[src/rtl/vga_timing_pkg.sv]
// Shared 640x480@60 timing constants, cell-grid geometry and colour encoding
// for the VGA output stage.
package vga_timing_pkg;

  localparam int H_VISIBLE = 640;
  localparam int H_FRONT   = 16;
  localparam int H_SYNC    = 96;
  localparam int H_BACK    = 48;
  localparam int V_VISIBLE = 480;
  localparam int V_FRONT   = 10;
  localparam int V_SYNC    = 2;
  localparam int V_BACK    = 33;

  localparam int CELL_SHIFT = 3;
  localparam int ADDR_W     = 13;
  localparam int CNT_W      = 10;
  localparam int GRID_W     = 80;
  localparam int GRID_H     = 60;

  typedef struct packed {
    logic r;
    logic g;
    logic b;
  } rgb_t;

endpackage

[src/rtl/vga_sync_counter.sv]
// Pixel enable, raster counters and sync/visible decode. frame_start is a
// registered one-Clock pulse on the tick that leaves pixel (0,0).
module vga_sync_counter
  import vga_timing_pkg::*;
#(
  parameter int H_ACTIVE = H_VISIBLE,
  parameter int H_FP     = H_FRONT,
  parameter int H_SW     = H_SYNC,
  parameter int H_BP     = H_BACK,
  parameter int V_ACTIVE = V_VISIBLE,
  parameter int V_FP     = V_FRONT,
  parameter int V_SW     = V_SYNC,
  parameter int V_BP     = V_BACK
) (
  input  logic             clk,
  input  logic             rst_n,
  output logic             tick,
  output logic [CNT_W-1:0] hcount,
  output logic [CNT_W-1:0] vcount,
  output logic             line_end,
  output logic             frame_end,
  output logic             visible,
  output logic             hsync_n,
  output logic             vsync_n,
  output logic             frame_start
);

  localparam int H_TOTAL = H_ACTIVE + H_FP + H_SW + H_BP;
  localparam int V_TOTAL = V_ACTIVE + V_FP + V_SW + V_BP;

  logic phase;

  assign tick      = phase;
  assign line_end  = (hcount == CNT_W'(H_TOTAL - 1));
  assign frame_end = line_end && (vcount == CNT_W'(V_TOTAL - 1));

  always_ff @(posedge clk or negedge rst_n) begin
    if (!rst_n) begin
      phase       <= 1'b0;
      hcount      <= '0;
      vcount      <= '0;
      frame_start <= 1'b0;
    end else begin
      phase       <= ~phase;
      frame_start <= phase && (hcount == '0) && (vcount == '0);
      if (phase) begin
        if (line_end) begin
          hcount <= '0;
          vcount <= frame_end ? '0 : vcount + 1'b1;
        end else begin
          hcount <= hcount + 1'b1;
        end
      end
    end
  end

  assign visible = (hcount < CNT_W'(H_ACTIVE)) && (vcount < CNT_W'(V_ACTIVE));
  assign hsync_n = !((hcount >= CNT_W'(H_ACTIVE + H_FP)) &&
                     (hcount <  CNT_W'(H_ACTIVE + H_FP + H_SW)));
  assign vsync_n = !((vcount >= CNT_W'(V_ACTIVE + V_FP)) &&
                     (vcount <  CNT_W'(V_ACTIVE + V_FP + V_SW)));

endmodule

[src/rtl/vga_frame_scanner.sv]
// VGA output stage: incremental cell address generation and a two-tick
// pipeline (address/decode stage, then pin stage) driving the connector.
module vga_frame_scanner
  import vga_timing_pkg::*;
#(
  parameter int H_ACTIVE = H_VISIBLE,
  parameter int H_FP     = H_FRONT,
  parameter int H_SW     = H_SYNC,
  parameter int H_BP     = H_BACK,
  parameter int V_ACTIVE = V_VISIBLE,
  parameter int V_FP     = V_FRONT,
  parameter int V_SW     = V_SYNC,
  parameter int V_BP     = V_BACK
) (
  input  logic              Clock,
  input  logic              Reset,
  input  logic [2:0]        iColor,
  output logic [ADDR_W-1:0] oAddr,
  output logic              oFrameStart,
  output logic              VGA_RED,
  output logic              VGA_GREEN,
  output logic              VGA_BLUE,
  output logic              VGA_HSYNC,
  output logic              VGA_VSYNC
);

  localparam int ROW_STRIDE = H_ACTIVE >> CELL_SHIFT;

  logic             tick;
  logic             line_end;
  logic             frame_end;
  logic             visible;
  logic             hsync_n;
  logic             vsync_n;
  logic [CNT_W-1:0] hcount;
  logic [CNT_W-1:0] vcount;
  logic [ADDR_W-1:0] row_base;
  logic             row_step;
  logic             vis_a;
  logic             hs_a;
  logic             vs_a;
  rgb_t             pix_b;

  vga_sync_counter #(
    .H_ACTIVE(H_ACTIVE), .H_FP(H_FP), .H_SW(H_SW), .H_BP(H_BP),
    .V_ACTIVE(V_ACTIVE), .V_FP(V_FP), .V_SW(V_SW), .V_BP(V_BP)
  ) u_sync (
    .clk         (Clock),
    .rst_n       (Reset),
    .tick        (tick),
    .hcount      (hcount),
    .vcount      (vcount),
    .line_end    (line_end),
    .frame_end   (frame_end),
    .visible     (visible),
    .hsync_n     (hsync_n),
    .vsync_n     (vsync_n),
    .frame_start (oFrameStart)
  );

  // Step to the next cell row when the last line of a cell row ends.
  assign row_step = line_end && (&vcount[CELL_SHIFT-1:0]) &&
                    (vcount < CNT_W'(V_ACTIVE - 1));

  // Sync stage registers reset inactive so no sync pulse leaks out of reset.
  always_ff @(posedge Clock or negedge Reset) begin
    if (!Reset) begin
      row_base  <= '0;
      oAddr     <= '0;
      vis_a     <= 1'b0;
      hs_a      <= 1'b1;
      vs_a      <= 1'b1;
      pix_b     <= '0;
      VGA_HSYNC <= 1'b1;
      VGA_VSYNC <= 1'b1;
    end else if (tick) begin
      if (frame_end) begin
        row_base <= '0;
      end else if (row_step) begin
        row_base <= row_base + ADDR_W'(ROW_STRIDE);
      end
      if (visible) begin
        oAddr <= row_base + ADDR_W'(hcount >> CELL_SHIFT);
      end
      vis_a     <= visible;
      hs_a      <= hsync_n;
      vs_a      <= vsync_n;
      pix_b     <= vis_a ? rgb_t'(iColor) : '0;
      VGA_HSYNC <= hs_a;
      VGA_VSYNC <= vs_a;
    end
  end

  assign VGA_RED   = pix_b.r;
  assign VGA_GREEN = pix_b.g;
  assign VGA_BLUE  = pix_b.b;

endmodule
[config.mk]
export PLATFORM = sky130hd
export DESIGN_NAME = vga_frame_scanner
export DESIGN_NICKNAME = d
export VERILOG_FILES = /design/src/rtl/vga_timing_pkg.sv /design/src/rtl/vga_sync_counter.sv /design/src/rtl/vga_frame_scanner.sv
export SDC_FILE = /design/constraint.sdc
export NUM_CORES = 1
export LEC_CHECK = 0
export CAP_MARGIN = 20
export CORE_MARGIN = 5
export CORE_UTILIZATION = 59
export CTS_BUF_LIST = sky130_fd_sc_hd__clkbuf_4
export DETAILED_ROUTE_END_ITERATION = 12
export GPL_TIMING_DRIVEN = 0
export PLACE_DENSITY_LB_ADDON = 0.05
export SLEW_MARGIN = 30
export SYNTH_ARGS = -nofsm -noshare
export SYNTH_HDL_FRONTEND = slang
export SYNTH_HIERARCHICAL = 1
export SYNTH_SLANG_ARGS = --single-unit
[constraint.sdc]
create_clock -name Clock -period 3 [get_ports Clock]
set_input_delay 0.75 -clock Clock [delete_from_list [all_inputs] [get_ports Clock]]
set_output_delay 0.75 -clock Clock [all_outputs]
set_load 0.01 [all_outputs]
# --- Word-level counts from Yosys, hierarchy flattened ---
# Cells that the tools add are included.
op_classes:
  eq_ne: 2
  magnitude_cmp: 7
  n_addsub: 4
  n_bitwise: 1
  n_mux: 5
  n_reduce_logical: 17
op_table:
  columns: ["op", "n"]
  rows:
  - ["$lt A10 B9 Y1 const B", 3]
  - ["$mux W13", 2]
  - ["$add A10 B1 Y10 const B", 2]
  - ["$eq A10 B10 Y1 const B", 2]
  - ["$logic_not A10 Y1", 2]
  - ["$lt A10 B10 Y1 const B", 2]
  - ["$mux W10", 2]
  - ["$add A13 B7 Y13", 1]
  - ["$add A13 B7 Y13 const B", 1]
  - ["$ge A10 B10 Y1 const B", 1]
  - ["$ge A10 B9 Y1 const B", 1]
  - ["$logic_and A1 B1 Y1", 8]
  - ["$reduce_and A2 Y1", 3]
  - ["$mux W3", 1]
  - ["$reduce_and A3 Y1", 1]
  - ["$logic_not A1 Y1", 2]
  - ["$reduce_bool A2 Y1", 1]
  - ["$not A1 Y1", 1]
word_totals:
  out_inout_bits: 19
  input_bits: 5
  ff_bits: 56
  elab_cells: 50

# --- Depth between registers and ports, before layout ---
logic_depth:
  depth_word: 5
  mapped_depth: 9
  ltp_nobuf: 9

# --- Cells and area by module ---
# Netlist, hierarchy kept.
by_module_without_submodules:
  columns: ["mod", "area_each_um2", "instances", "cells_per_inst", "seq_area_each_um2"]
  rows:
  - ["vga_frame_scanner", 1500.2, 1, 144, 755.7]
  - ["vga_sync_counter", 1207.4, 1, 127, 550.5]

# --- Least setup slack after synthesis ---
# No wires, ideal clock.
synth_path:
  path_kind: "reg2reg"
  startpoint: "register u_sync.vcount[1]"
  endpoint: "register row_base[6]"
  arrival_ns: 2.618
  period_less_slack_ns: 2.745
  t_required_ns: 2.874
  stages_incl_launch_ff: 10
  slack_ns: 0.255
  setup_time_ns: 0.126
  n_path_buf: 0
  cell_sequence: "dfrtp_1 inv_1 ha_1 or4b_4 or4_4 nor3_1 inv_1 nand2_1 a21boi_0 a311o_1"
synth_via:
  elab_cells_between_ends: 9
  cone_classes: "1 x order compare; 1 x eq/ne; 1 x mux; 6 x reduce/logical"
synth_rtl:
  columns: ["item", "line_no", "rtl"]
  rows:
  - ["start, declared", "vga_sync_counter.sv:19", "output logic [CNT_W-1:0] vcount,"]
  - ["start signal, assigned", "vga_sync_counter.sv:49", "vcount <= frame_end ? '0 : vcount + 1'b1;"]
  - ["$eq A10 B10 Y1 (*)", "vga_sync_counter.sv:35", "assign frame_end = line_end && (vcount == CNT_W'(V_TOTAL - 1));"]
  - ["$logic_and A1 B1 Y1 (*)", "vga_sync_counter.sv:35", null]
  - ["named net frame_end", "vga_frame_scanner.sv:31", "logic frame_end;"]
  - ["$reduce_bool A2 Y1 (no line)", null, null]
  - ["$reduce_and A2 Y1 (no line)", null, null]
  - ["end signal, assigned", "vga_frame_scanner.sv:80", "row_base <= row_base + ADDR_W'(ROW_STRIDE);"]
  - ["end, declared", "vga_frame_scanner.sv:37", "logic [ADDR_W-1:0] row_base;"]
# Mark *: on every way through the listed nets, which the timed path passes. The rest lies on a longest branch.
# A chain may end at the register's enable or synchronous reset.

# --- Worst setup path after layout ---
# Same ends and word-level chain as after synthesis.

==> flow_summary.rst <==
.. list-table::
   :header-rows: 1

   * - Metric
     - Value
   * - TritonCTS sink count
     - 52
   * - Postcts setup bufs
     - 0
   * - Routed wire length per instance
     - 14.7 um
   * - Top flip-flop cell by instance count after synthesis
     - sky130_fd_sc_hd__dfrtp_1
   * - Final Critical Period
     - 2750 ps
   * - Leading cell type in the layout, fill and taps excluded
     - sky130_fd_sc_hd__dfrtp_1
   * - I/O pin cnt
     - 24
   * - Depth of the CTS H-tree
     - 2
   * - Crit-path leading delay family
     - simple AND/OR/NAND/NOR gates
   * - F_max
     - 363 MHz
   * - Number of filler cells placed in the layout
     - 361
   * - Top area cells in the synthesized netlist
     - sky130_fd_sc_hd__dfrtp_1 (44%), sky130_fd_sc_hd__o21ai_0 (4.8%), sky130_fd_sc_hd__mux2_2 (4.2%)
   * - # rows
     - 24
   * - Count of final hold-check violations
     - 0
   * - Number of register bits inferred by synthesis
     - 52
   * - Clock-pin slew on the worst setup and hold paths
     - 140 ps
   * - Final period utilization
     - 91.8%
   * - Number of enable-type register cells in the synthesized netlist
     - 0
   * - Cell area after synthesis
     - 2710 um2
   * - RePlAce Congestion
     - 0.812
   * - Detailed-router iteration count before antenna repair
     - 4
   * - DRC Markers
     - 0
   * - Root buf cell
     - sky130_fd_sc_hd__clkbuf_4
   * - Clock latency reported for the late side of the worst-skew pair
     - 370 ps
   * - Vertical die dimension
     - 77.7 um
   * - Dpl hpwl
     - 3.74 mm
   * - Number of library cell types mapped by synthesis
     - 53
   * - Share of the core filled with cells in the final layout
     - 70.1%
   * - Power density normalized to cell area
     - 339 nW/um2
   * - Count of buffer and inverter cells on the critical path
     - 2
   * - Proportion of register bits with asynchronous set or reset after synthesis
     - 100%
   * - Cell count after synthesis
     - 271
   * - Largest area contributor in the netlist
     - sky130_fd_sc_hd__dfrtp_1
   * - CTS tree
     - built
   * - Vias after detailed routing
     - 2091
   * - Setup TNS
     - 0 ps
   * - Arrival time of the worst setup path
     - 3030 ps
   * - Number of hold buffers added after cts
     - 0
   * - Final WL
     - 5.21 mm
   * - First-pass GRT wire length
     - 9.07 mm
   * - Slowest stage cell on the critical path
     - sky130_fd_sc_hd__or4_4
   * - Inserted Diodes
     - 0
   * - Result of the run
     - complete, no violations
   * - Max FO, Critical Path
     - 8
   * - Area occupied by multi-input gates
     - 1300 um2
   * - Number of global-route vias before repair
     - 1930
   * - Horizontal die dimension
     - 77.7 um
   * - Data required, critical path
     - 3280 ps
   * - Antenna-violating nets left
     - 0
   * - Final-report max-slew violation count
     - 0
   * - Worst Setup Path Type
     - reg -> reg
   * - Total of max-cap violations
     - 0
   * - Fraction of synthesized cell area taken by the top area cell type
     - 44.4%
   * - VDD IR-drop max
     - 0.186 mV
   * - Antenna violations before repair
     - 0
   * - Number of nets in the layout
     - 315
   * - Effective utilization at floorplan
     - 61.3%
   * - Final std cell area, no fill
     - 3100 um2
   * - Input/output buffers
     - 23
   * - Synth Area per Inst
     - 9.99 um2
   * - Routed vias/inst
     - 5.89
   * - P_leak
     - 1.32 nW
   * - Ordered list of cells on the worst path
     - inv_1, ha_1, or4b_4, or4_4, nor3_4, inv_1, nand2_1, a21boi_0, a311o_1
   * - Kind of end point of the critical path
     - flop
   * - Placed standard-cell area
     - 3030 um2
   * - Delay contributed by the slowest stage of the critical path
     - 550 ps
   * - Register Area
     - 1310 um2
   * - Post-Synthesis Net Count
     - 284
   * - Layout area overhead
     - 14.3%
   * - Fraction of final layout cells sized beyond drive strength 1
     - 12.9%
   * - Commonest cells after routing, fill and taps aside
     - sky130_fd_sc_hd__dfrtp_1 (48), sky130_fd_sc_hd__nand2_1 (27), sky130_fd_sc_hd__o21ai_0 (26), sky130_fd_sc_hd__clkdlybuf4s50_1 (22), sky130_fd_sc_hd__inv_1 (14)
   * - Sequential element share of the synthesized area
     - 48.2%
   * - Initial detailed-routing violation count
     - 94
   * - Number of cells upsized or downsized after cts
     - 1
   * - Total gr overflow
     - 0
   * - Worst rel slew slack
     - 63.1%
   * - Setup repair after global routing missed its margin
     - no
   * - CP dominant cell by count
     - sky130_fd_sc_hd__inv_1
   * - CTS Buf Count
     - 5
   * - Yosys warnings
     - 6
   * - Clock Tree Buf Depth
     - 2
   * - Final setup violating endpoints
     - 0
   * - Total Die Area
     - 6040 um2
   * - Final std cells w/o fill
     - 355
   * - Category of the worst setup path launch point
     - flop
   * - Core ar.
     - 4410 um2
   * - Dpl cells
     - 347
   * - Worst clock skew
     - 12.8 ps
   * - Largest net degree at the start of global routing
     - 53
   * - Min-Delay Path Class
     - in -> async
   * - Actual transition at the worst max-transition pin
     - 550 ps
   * - Global routing usage summed across all routing layers
     - 18.4%
## registers in the layout, summed over array words and instances (netlist names), 9 cells and up
register and flops:
row_base 9, oAddr 13, u_sync/hcount 10, u_sync/vcount 10
## final cells by class
class                           instances  share of cell area [%]
Tap cell                               52                    2.10
Clock buffer                            7                    1.70
Inverter                               14                    1.70
Multi-Input combinational cell        195                    42.1
Clock inverter                          1                   0.121
Buffer                                 10                    1.86
Sequential cell                        52                    42.2
Timing Repair Buffer                   24                    8.25
## kinds of logic (layout without fill, tap and decap cells)
logic type | Yosys count | after routing | share of synthesized area [%]
AO/OA/AOI/OAI | 63 | 63 | 14.7
XOR/XNOR | 12 | 12 | 3.88
multiplexers | 11 | 11 | 4.53
flip-flops | 52 | 52 | 48.2
buffers and inverters | 24 | 56 | 4.07
AND/OR/NAND/NOR | 101 | 101 | 20.8
adder cells (fa/ha/maj) | 8 | 8 | 3.70
## worst reg2reg max path: stages (launching register included)
cell,delay (ps)
sky130_fd_sc_hd__dfrtp_1,450
sky130_fd_sc_hd__inv_1,110
sky130_fd_sc_hd__ha_1,160
sky130_fd_sc_hd__or4b_4,470
sky130_fd_sc_hd__or4_4,550
sky130_fd_sc_hd__nor3_4,290
sky130_fd_sc_hd__inv_1,170
sky130_fd_sc_hd__nand2_1,90
sky130_fd_sc_hd__a21boi_0,70
sky130_fd_sc_hd__a311o_1,290
## cell usage after synthesis, types with 2 or more instances
library cell / instances
sky130_fd_sc_hd__buf_6: 2
sky130_fd_sc_hd__or4_4: 2
sky130_fd_sc_hd__clkbuf_1: 4
sky130_fd_sc_hd__nor4_1: 3
sky130_fd_sc_hd__a21oi_1: 9
sky130_fd_sc_hd__nor3_1: 8
sky130_fd_sc_hd__nand2_1: 27
sky130_fd_sc_hd__a21o_1: 5
sky130_fd_sc_hd__dfstp_2: 4
sky130_fd_sc_hd__inv_1: 14
sky130_fd_sc_hd__dfrtp_1: 48
sky130_fd_sc_hd__and3_1: 3
sky130_fd_sc_hd__nor2_1: 12
sky130_fd_sc_hd__a31oi_1: 4
sky130_fd_sc_hd__or4_1: 4
sky130_fd_sc_hd__ha_1: 8
sky130_fd_sc_hd__nand3_1: 10
sky130_fd_sc_hd__xnor2_1: 9
sky130_fd_sc_hd__buf_2: 4
sky130_fd_sc_hd__or3_1: 8
sky130_fd_sc_hd__mux2_2: 10
sky130_fd_sc_hd__nand4_1: 9
sky130_fd_sc_hd__o21ai_0: 26
sky130_fd_sc_hd__xor2_1: 3
sky130_fd_sc_hd__o31ai_1: 7
## through the flow
step                      setup WS (ps)  hold slack (ps)  total power (W)
after floorplan                     255              454         0.000721
after global placement             -311              460         0.000744
after detailed placement           -173              470         0.000749
after CTS                           114              336          0.00106
after global routing               47.4              324          0.00111
final                               247              336          0.00105
## per-layer routing
metal / track usage [%] / wire length (um) / up-vias
met5: 0 / 0 / -
met4: 5.84 / 70 / 0
met3: 3.82 / 173 / 7
met2: 28.4 / 2380 / 32
met1: 26.0 / 2590 / 996
li1: - / - / 1056
## where the power goes
part | internal (W) | switching, W | leakage [nW]
registers | 0.000703 | 0.00000109 | 0.682
clock network | 0.000109 | 0.000208 | 0.0338
logic | 0.0000127 | 0.0000172 | 0.607
total | 0.000825 | 0.000226 | 1.32
## worst paths after layout
| kind | startpoint | end | cells after the start | slack, ps |
|---|---|---|---|---|
| max in group asynchronous | Reset | hs_a | 2 | 2380 |
| hold reg to reg | oAddr[9] | oAddr[9] | 2 | 490 |
| hold / removal | Reset | oAddr[12] | 2 | 340 |
| setup / recovery | u_sync/vcount[1] | row_base[6] | 9 | 250 |
| min in group Clock | oAddr[9] | oAddr[9] | 2 | 490 |
| setup reg to reg | u_sync/vcount[1] | row_base[6] | 9 | 250 |
Power figures use the tool's default switching activity.
